`config.mk`:
```
export PLATFORM = sky130hd
export DESIGN_NAME = m_move_history_flat
export DESIGN_NICKNAME = d
export VERILOG_FILES = /design/src/rtl/m_move_history_if.sv /design/src/rtl/m_move_history.sv /design/src/flat_wrapper.sv
export SDC_FILE = /design/constraint.sdc
export NUM_CORES = 1
export LEC_CHECK = 0
export ABC_AREA = 1
export BUFFER_PORTS_ARGS = -buffer_cell sky130_fd_sc_hd__buf_2
export CAP_MARGIN = 40
export CORE_MARGIN = 4
export CORE_UTILIZATION = 54
export CTS_CLUSTER_DIAMETER = 200
export DETAILED_ROUTE_END_ITERATION = 6
export GPL_TIMING_DRIVEN = 0
export PLACE_DENSITY = 0.76
export SLEW_MARGIN = 20
export SYNTH_ARGS = -nofsm -noshare
export SYNTH_HDL_FRONTEND = slang
export SYNTH_SLANG_ARGS = --single-unit
```
`constraint.sdc`:
```
create_clock -name i_clk -period 2.4 [get_ports i_clk]
set_input_delay 0.48 -clock i_clk [delete_from_list [all_inputs] [get_ports i_clk]]
set_output_delay 0.48 -clock i_clk [all_outputs]
set_load 0.02 [all_outputs]
```
`src/rtl/m_move_history_if.sv`:
```
// m_move_history_if: drop/undo bus between game control and the move-history block.
// i_clear exists only when HISTORY_CLEAR_EN is defined.
`ifndef COL_SIZE
`define COL_SIZE 3
`endif
`ifndef ROW_SIZE
`define ROW_SIZE 3
`endif
`ifndef PILED_COUNT_ARRAY_SIZE
`define PILED_COUNT_ARRAY_SIZE 21
`endif
interface m_move_history_if #(
    parameter int DEPTH_W = 6
);
    logic                               i_push_valid;
    logic [`COL_SIZE-1:0]               i_push_col;
    logic                               o_push_ready;
    logic                               i_undo_req;
    logic [`PILED_COUNT_ARRAY_SIZE-1:0] i_piled_count_array;
    logic                               o_undo_valid;
    logic [`COL_SIZE-1:0]               o_undo_col;
    logic [`ROW_SIZE-1:0]               o_undo_row;
    logic [`PILED_COUNT_ARRAY_SIZE-1:0] o_piled_counter;
    logic [DEPTH_W-1:0]                 o_depth;
    logic                               o_empty;
    logic                               o_full;
    logic                               o_error;
`ifdef HISTORY_CLEAR_EN
    logic                               i_clear;
    modport master (
        output i_push_valid, i_push_col, i_undo_req, i_piled_count_array, i_clear,
        input  o_push_ready, o_undo_valid, o_undo_col, o_undo_row, o_piled_counter,
        input  o_depth, o_empty, o_full, o_error
    );
    modport slave (
        input  i_push_valid, i_push_col, i_undo_req, i_piled_count_array, i_clear,
        output o_push_ready, o_undo_valid, o_undo_col, o_undo_row, o_piled_counter,
        output o_depth, o_empty, o_full, o_error
    );
`else
    modport master (
        output i_push_valid, i_push_col, i_undo_req, i_piled_count_array,
        input  o_push_ready, o_undo_valid, o_undo_col, o_undo_row, o_piled_counter,
        input  o_depth, o_empty, o_full, o_error
    );
    modport slave (
        input  i_push_valid, i_push_col, i_undo_req, i_piled_count_array,
        output o_push_ready, o_undo_valid, o_undo_col, o_undo_row, o_piled_counter,
        output o_depth, o_empty, o_full, o_error
    );
`endif
endinterface

```
`src/rtl/m_move_history.sv`:
```
// m_move_history: LIFO of dropped columns with an undo path that decrements the popped column's piled count.
// Optional HISTORY_CLEAR_EN adds i_clear, which wipes the history from IDLE.
`ifndef COL_SIZE
`define COL_SIZE 3
`endif
`ifndef ROW_SIZE
`define ROW_SIZE 3
`endif
`ifndef PILED_COUNT_ARRAY_SIZE
`define PILED_COUNT_ARRAY_SIZE 21
`endif
module m_move_history #(
    parameter int DEPTH   = 42,
    parameter int DEPTH_W = 6
) (
    input logic             i_clk,
    input logic             i_rst,
    m_move_history_if.slave h
);
    typedef enum logic [1:0] {IDLE, POP, DONE} state_t;
    state_t                             state;
    logic [`COL_SIZE-1:0]               stack [DEPTH];
    logic [DEPTH_W-1:0]                 depth;
    logic [`COL_SIZE-1:0]               col;
    logic [4:0]                         base;
    logic [2:0]                         cnt;
    logic [`PILED_COUNT_ARRAY_SIZE-1:0] dec_arr;
    logic                               clear;
    logic                               full;
    logic                               take_undo;
    logic                               take_push;
`ifdef HISTORY_CLEAR_EN
    assign clear = h.i_clear;
`else
    assign clear = 1'b0;
`endif
    assign full           = depth == DEPTH_W'(DEPTH);
    assign h.o_depth      = depth;
    assign h.o_empty      = depth == '0;
    assign h.o_full       = full;
    assign h.o_push_ready = state == IDLE && !full && !h.i_undo_req && !clear;
    assign take_undo      = state == IDLE && !clear && h.i_undo_req && depth != '0;
    assign take_push      = h.o_push_ready && h.i_push_valid && h.i_push_col < `COL_SIZE'(7);
    assign base           = {2'b00, col} * 5'd3;
    assign cnt            = h.i_piled_count_array[base +: 3];
    always_comb begin
        dec_arr = h.i_piled_count_array;
        dec_arr[base +: 3] = cnt - 3'd1;
    end
    // Stack contents need no reset; depth alone defines what is valid.
    always_ff @(posedge i_clk) begin
        if (take_push) stack[depth] <= h.i_push_col;
    end
    always_ff @(posedge i_clk or posedge i_rst) begin
        if (i_rst) begin
            state             <= IDLE;
            depth             <= '0;
            col               <= '0;
            h.o_undo_valid    <= 1'b0;
            h.o_undo_col      <= '0;
            h.o_undo_row      <= '0;
            h.o_piled_counter <= '0;
            h.o_error         <= 1'b0;
        end else begin
            h.o_undo_valid <= 1'b0;
            h.o_error      <= 1'b0;
            case (state)
                IDLE: begin
                    if (clear) depth <= '0;
                    else if (take_undo) begin
                        col   <= stack[depth - DEPTH_W'(1)];
                        depth <= depth - DEPTH_W'(1);
                        state <= POP;
                    end
                    else if (h.i_undo_req) h.o_error <= 1'b1;
                    else if (take_push) depth <= depth + DEPTH_W'(1);
                    else if (h.o_push_ready && h.i_push_valid) h.o_error <= 1'b1;
                end
                POP: begin
                    // A zero count means history and board disagree: report, keep old outputs.
                    state     <= cnt == '0 ? IDLE : DONE;
                    h.o_error <= cnt == '0;
                    if (cnt != '0) begin
                        h.o_undo_col      <= col;
                        h.o_undo_row      <= `ROW_SIZE'(cnt - 3'd1);
                        h.o_piled_counter <= dec_arr;
                    end
                end
                DONE: begin
                    h.o_undo_valid <= 1'b1;
                    state          <= IDLE;
                end
                default: state <= IDLE;
            endcase
        end
    end
endmodule

```
`src/flat_wrapper.sv`:
```
// flat-port wrapper written by rule: the top's interface ports become plain ports
module m_move_history_flat 
#(
    parameter int DEPTH   = 42,
    parameter int DEPTH_W = 6
)
  (i_clk, i_rst, h_i_push_valid, h_i_push_col, h_i_undo_req, h_i_piled_count_array, h_o_push_ready, h_o_undo_valid, h_o_undo_col, h_o_undo_row, h_o_piled_counter, h_o_depth, h_o_empty, h_o_full, h_o_error);
  m_move_history_if #(.DEPTH_W(DEPTH_W)) h_i ();
  input logic i_clk;
  input logic i_rst;
  input wire logic [$bits(h_i.i_push_valid)-1:0] h_i_push_valid;
  input wire logic [$bits(h_i.i_push_col)-1:0] h_i_push_col;
  input wire logic [$bits(h_i.i_undo_req)-1:0] h_i_undo_req;
  input wire logic [$bits(h_i.i_piled_count_array)-1:0] h_i_piled_count_array;
  output wire logic [$bits(h_i.o_push_ready)-1:0] h_o_push_ready;
  output wire logic [$bits(h_i.o_undo_valid)-1:0] h_o_undo_valid;
  output wire logic [$bits(h_i.o_undo_col)-1:0] h_o_undo_col;
  output wire logic [$bits(h_i.o_undo_row)-1:0] h_o_undo_row;
  output wire logic [$bits(h_i.o_piled_counter)-1:0] h_o_piled_counter;
  output wire logic [$bits(h_i.o_depth)-1:0] h_o_depth;
  output wire logic [$bits(h_i.o_empty)-1:0] h_o_empty;
  output wire logic [$bits(h_i.o_full)-1:0] h_o_full;
  output wire logic [$bits(h_i.o_error)-1:0] h_o_error;
  assign h_i.i_push_valid = h_i_push_valid;
  assign h_i.i_push_col = h_i_push_col;
  assign h_i.i_undo_req = h_i_undo_req;
  assign h_i.i_piled_count_array = h_i_piled_count_array;
  assign h_o_push_ready = h_i.o_push_ready;
  assign h_o_undo_valid = h_i.o_undo_valid;
  assign h_o_undo_col = h_i.o_undo_col;
  assign h_o_undo_row = h_i.o_undo_row;
  assign h_o_piled_counter = h_i.o_piled_counter;
  assign h_o_depth = h_i.o_depth;
  assign h_o_empty = h_i.o_empty;
  assign h_o_full = h_i.o_full;
  assign h_o_error = h_i.o_error;
  m_move_history #(.DEPTH(DEPTH), .DEPTH_W(DEPTH_W)) u_core (.i_clk(i_clk), .i_rst(i_rst), .h(h_i));
endmodule
```
==> results.yml <==
worst_hold_path:
  min_path_cells: 1
  min-delay-path-class: "primary input to register"
power_and_ir_drop:
  leakage_uw: 0.00406
  power_density_mw_per_mm2: 1450
  p_int_uw: 7660
  clockPowerShare_pct: 20.0
  seqPwrFrac_pct: 26.2
  switching_share_pct: 45.9
  pwr-share-comb_pct: 53.8
  power.switching_uw: 6510
  vdd_drop_max_uv: 847
floorplan:
  fp.dieArea_sq_mm: 0.0168
  dieWidth_microns: 130
  die_h_microns: 130
  io_pins: 66
  initial_utilization_pct: 55.0
  core_sq_mm: 0.0145
  rows: 44
clocking:
  root_buffer: "clkbuf_16"
  numCtsBuffers: 17
  cts_buffer_depth: 2
  cts_sinks: 166
  clkTransAtPathRegs_ns: 0.06
  cts_max_level: 4
  cts_tree: "done"
  insertion_delay_ns: 0.43
synth:
  ys_types: 36
  synth_area_per_cell_sq_um: 9.52
  yosysWarnings: 0
  yosysSeqAreaShare_pct: 59.9
  synth_seq_cells: 166
  synth_area_sq_mm: 0.00799
  netlist_instances: 839
  synth_nets: 876
setup_path:
  critPathKind: "register to primary output"
  crit_family: "buffers and inverters"
  cp.depth: 7
  cp-endpoint: "h_o_empty"
  critical-path-max-stage-delay_ns: 0.42
  start_kind: "register"
  r2r_cells: 12
  critPathCaptureType: "primary output"
  startpoint: "u_core.h.o_depth[0]"
  cp_max_fo: 10
  cp_cell_sequence: "buf_8 -> inv_4 -> buf_12 -> ha_4 -> nand4_1 -> inv_1 -> buf_2"
  r2r_end: "u_core.h.o_piled_counter[5]"
  worstPathArrival_ns: 1.85
  cp_data_required_time_ns: 1.92
  crit_path_top_delay_cell: "dfrtp_2"
  critical_path_buf_inv_count: 5
  rr_startpoint: "u_core.col[0]"
  r2r_slack_ns: 0.11
route:
  routed-via-count: 6446
  drt-total-wl_microns: 21500
  drc: 0
  viasPerCell: 5.70
  drt_iter0_markers: 812
  dr.pass1.iters: 6
  wl_per_cell_microns: 19.0
  ant_nets: 0
placed_design:
  dpl.hpwl_microns: 14800
  placed_cell_area_sq_mm: 0.00891
  io_buffers: 65
  gp_congestion: 0.912
  pre_cts_ws_ns: -0.445
timing:
  fin_crit_sh_pct: 97.2
  fmax_mhz: 429
  finalSetupViolations: 0
  hold_viol: 0
  fin_worst_skew_ns: 0.00824
  setup_slack_ns: 0.0671
  drv_slew: 0
  slew_headroom_pct: 44.2
  tightest_slew_ns: 0.834
  finalCriticalPeriod_ns: 2.33
global_route:
  grt.busiest_layer: "met2"
  use_met3_pct: 6.10
  antenna_found_initial: 0
  grt_pass1_vias: 5941
  use_met2_pct: 42.2
  grtUsageMet1_pct: 34.9
  gr-total-overflow: 0
  grt_pass1_wl_microns: 32700
  grtUsageTotal_pct: 26.3
  grt_max_degree: 44
finish:
  n_antenna_cell: 0
  drive_above_1_share_pct: 23.8
  syn_to_final_growth_pct: 22.4
  finish.utilization_pct: 67.3
  nNetsFinal: 970
  final_area_sq_mm: 0.00978
run_status:
  status: "completed"
job:
  max_cap_viol_count: 0
-- placed cells by master, fill, tap and decap left out, drive strengths merged --
cell type,instances
nor4,1
nand3,82
a21oi,22
dlygate4sd3,1
xnor2,2
a21boi,1
or2,1
ha,9
clkinv,4
a31oi,8
nand4,6
nand2,196
nor3,21
clkbuf,30
inv,77
dfrtp,40
bufbuf,1
xor2,5
o21ai,57
buf,103
o211ai,15
nor2,131
clkinvlp,3
bufinv,4
edfxtp,126
-- worst min-delay path by stage --
| stage | startpoint | to | slack [ns] |
|---|---|---|---|
| floorplan | u_core.state[0] | u_core.h.o_undo_valid | 0.42 |
| global placement | u_core.state[0] | u_core.h.o_undo_valid | 0.45 |
| detailed placement | i_rst | u_core.h.o_depth[3] | 0.42 |
| CTS | h_i_piled_count_array[10] | u_core.h.o_piled_counter[10] | 0.31 |
| global route | h_i_push_col[2] | u_core.stack[40][2] | 0.28 |
| finish | h_i_push_col[2] | u_core.stack[41][2] | 0.29 |
-- sequential cells by signal, summed over array words and instances (netlist names) --
signal and flops:
u_core.h.o_undo_row 3, u_core.h.o_depth 6, u_core.state 2, u_core.h.o_error 1, u_core.h.o_undo_valid 1, u_core.col 3
u_core.h.o_undo_col 3, u_core.h.o_piled_counter 21, u_core.stack 126
-- power groups by stage --
| stage | registers (uW) | logic [uW] | clock network (uW) |
|---|---|---|---|
| 2_1_floorplan | 4070 | 4400 | 0 |
| 4_1_cts | 3700 | 7120 | 2840 |
| 5_1_grt | 3740 | 8190 | 2980 |
| 3_3_place_gp | 3740 | 6820 | 0 |
| 6_report | 3710 | 7620 | 2840 |
| 3_5_place_dp | 3760 | 6880 | 0 |
-- cell usage after synthesis --
library cell / count / area, sq um
nor2_2: 2 / 12.5
buf_2: 17 / 85.1
edfxtp_1: 126 / 3780
a21oi_2: 2 / 17.5
nor2_4: 1 / 11.3
inv_4: 1 / 6.26
nand3_2: 2 / 20.0
o21ai_1: 8 / 40.0
or2_2: 1 / 6.26
nor3_1: 20 / 100
xnor2_1: 1 / 8.76
nand2_4: 2 / 22.5
xor2_2: 1 / 16.3
buf_6: 7 / 78.8
a21boi_4: 1 / 18.8
nor2_8: 2 / 40.0
dfrtp_1: 40 / 1000
a31oi_1: 8 / 50.1
o211ai_1: 15 / 113
o21ai_2: 1 / 8.76
xor2_1: 4 / 35.0
clkbuf_1: 10 / 37.5
nor3_4: 1 / 16.3
a21oi_1: 20 / 100
nand3_1: 80 / 400
nand4_1: 6 / 37.5
nor2_1: 126 / 473
buf_4: 7 / 52.6
inv_2: 8 / 30.0
nand2_1: 187 / 702
inv_1: 66 / 248
nand2_2: 7 / 43.8
nor4_1: 1 / 6.26
xnor2_2: 1 / 16.3
ha_1: 9 / 113
o21ai_0: 48 / 240
-- final cells by class --
| cell class | instances | area, sq um |
|---|---|---|
| clock inverter | 13 | 179 |
| timing repair buffer | 77 | 488 |
| sequential | 166 | 4790 |
| tap | 184 | 230 |
| buffer | 39 | 298 |
| multi-input combinational | 557 | 3080 |
| fill | 1115 | 4750 |
| clock buffer | 19 | 433 |
| inverter | 75 | 287 |
-- per-layer routing --
| metal | part of all wire (%) | up-vias |
|---|---|---|
| li1 | - | 3007 |
| met1 | 39 | 3002 |
| met2 | 48 | 368 |
| met3 | 9.6 | 69 |
| met4 | 3.4 | 0 |
| met5 | 0 | - |
-- cells by family (layout without fill, tap and decap cells) --
kind of cell	after synthesis	in the layout	synth area share, %
AND/OR/NAND/NOR	438	438	23.7
buffers and inverters	116	223	6.73
AO/OA/AOI/OAI	103	103	7.36
flip-flops	166	166	59.9
adder cells (fa/ha/maj)	9	9	1.41
XOR/XNOR	7	7	0.955
-- through the flow --
step / hold slack, ns / total power, uW / instances / setup TNS [ns]
CTS: 0.313 / 13700 / 1123 / 0
global route: 0.280 / 14900 / 1130 / -0.0644
global placement: 0.447 / 10600 / 1088 / -6.89
finish: 0.287 / 14200 / 1130 / 0
floorplan: 0.422 / 8470 / 839 / -5.64
detailed placement: 0.416 / 10600 / 1090 / -9.62
-- worst reg2reg max path, stage by stage (launching register included) --
cell and delay, ns:
dfrtp_1 0.43, buf_4 0.19, clkbuf_4 0.20, o21ai_0 0.18, o21ai_0 0.10, o211ai_1 0.18, buf_4 0.15, ha_1 0.18
nand3_2 0.19, nand4_1 0.19, nand2_1 0.06, nand2_1 0.06, nand2_1 0.05
-- repair_timing --
action,in CTS,in global routing
setup endpoints to repair,118,80
setup buffers,0,5
resized for setup,19,25
hold buffers,1,0
gates cloned,1,0
pin swaps,1,5
endpoints found under the hold margin,9,0
Note: power is estimated with default switching activity, not from simulation.
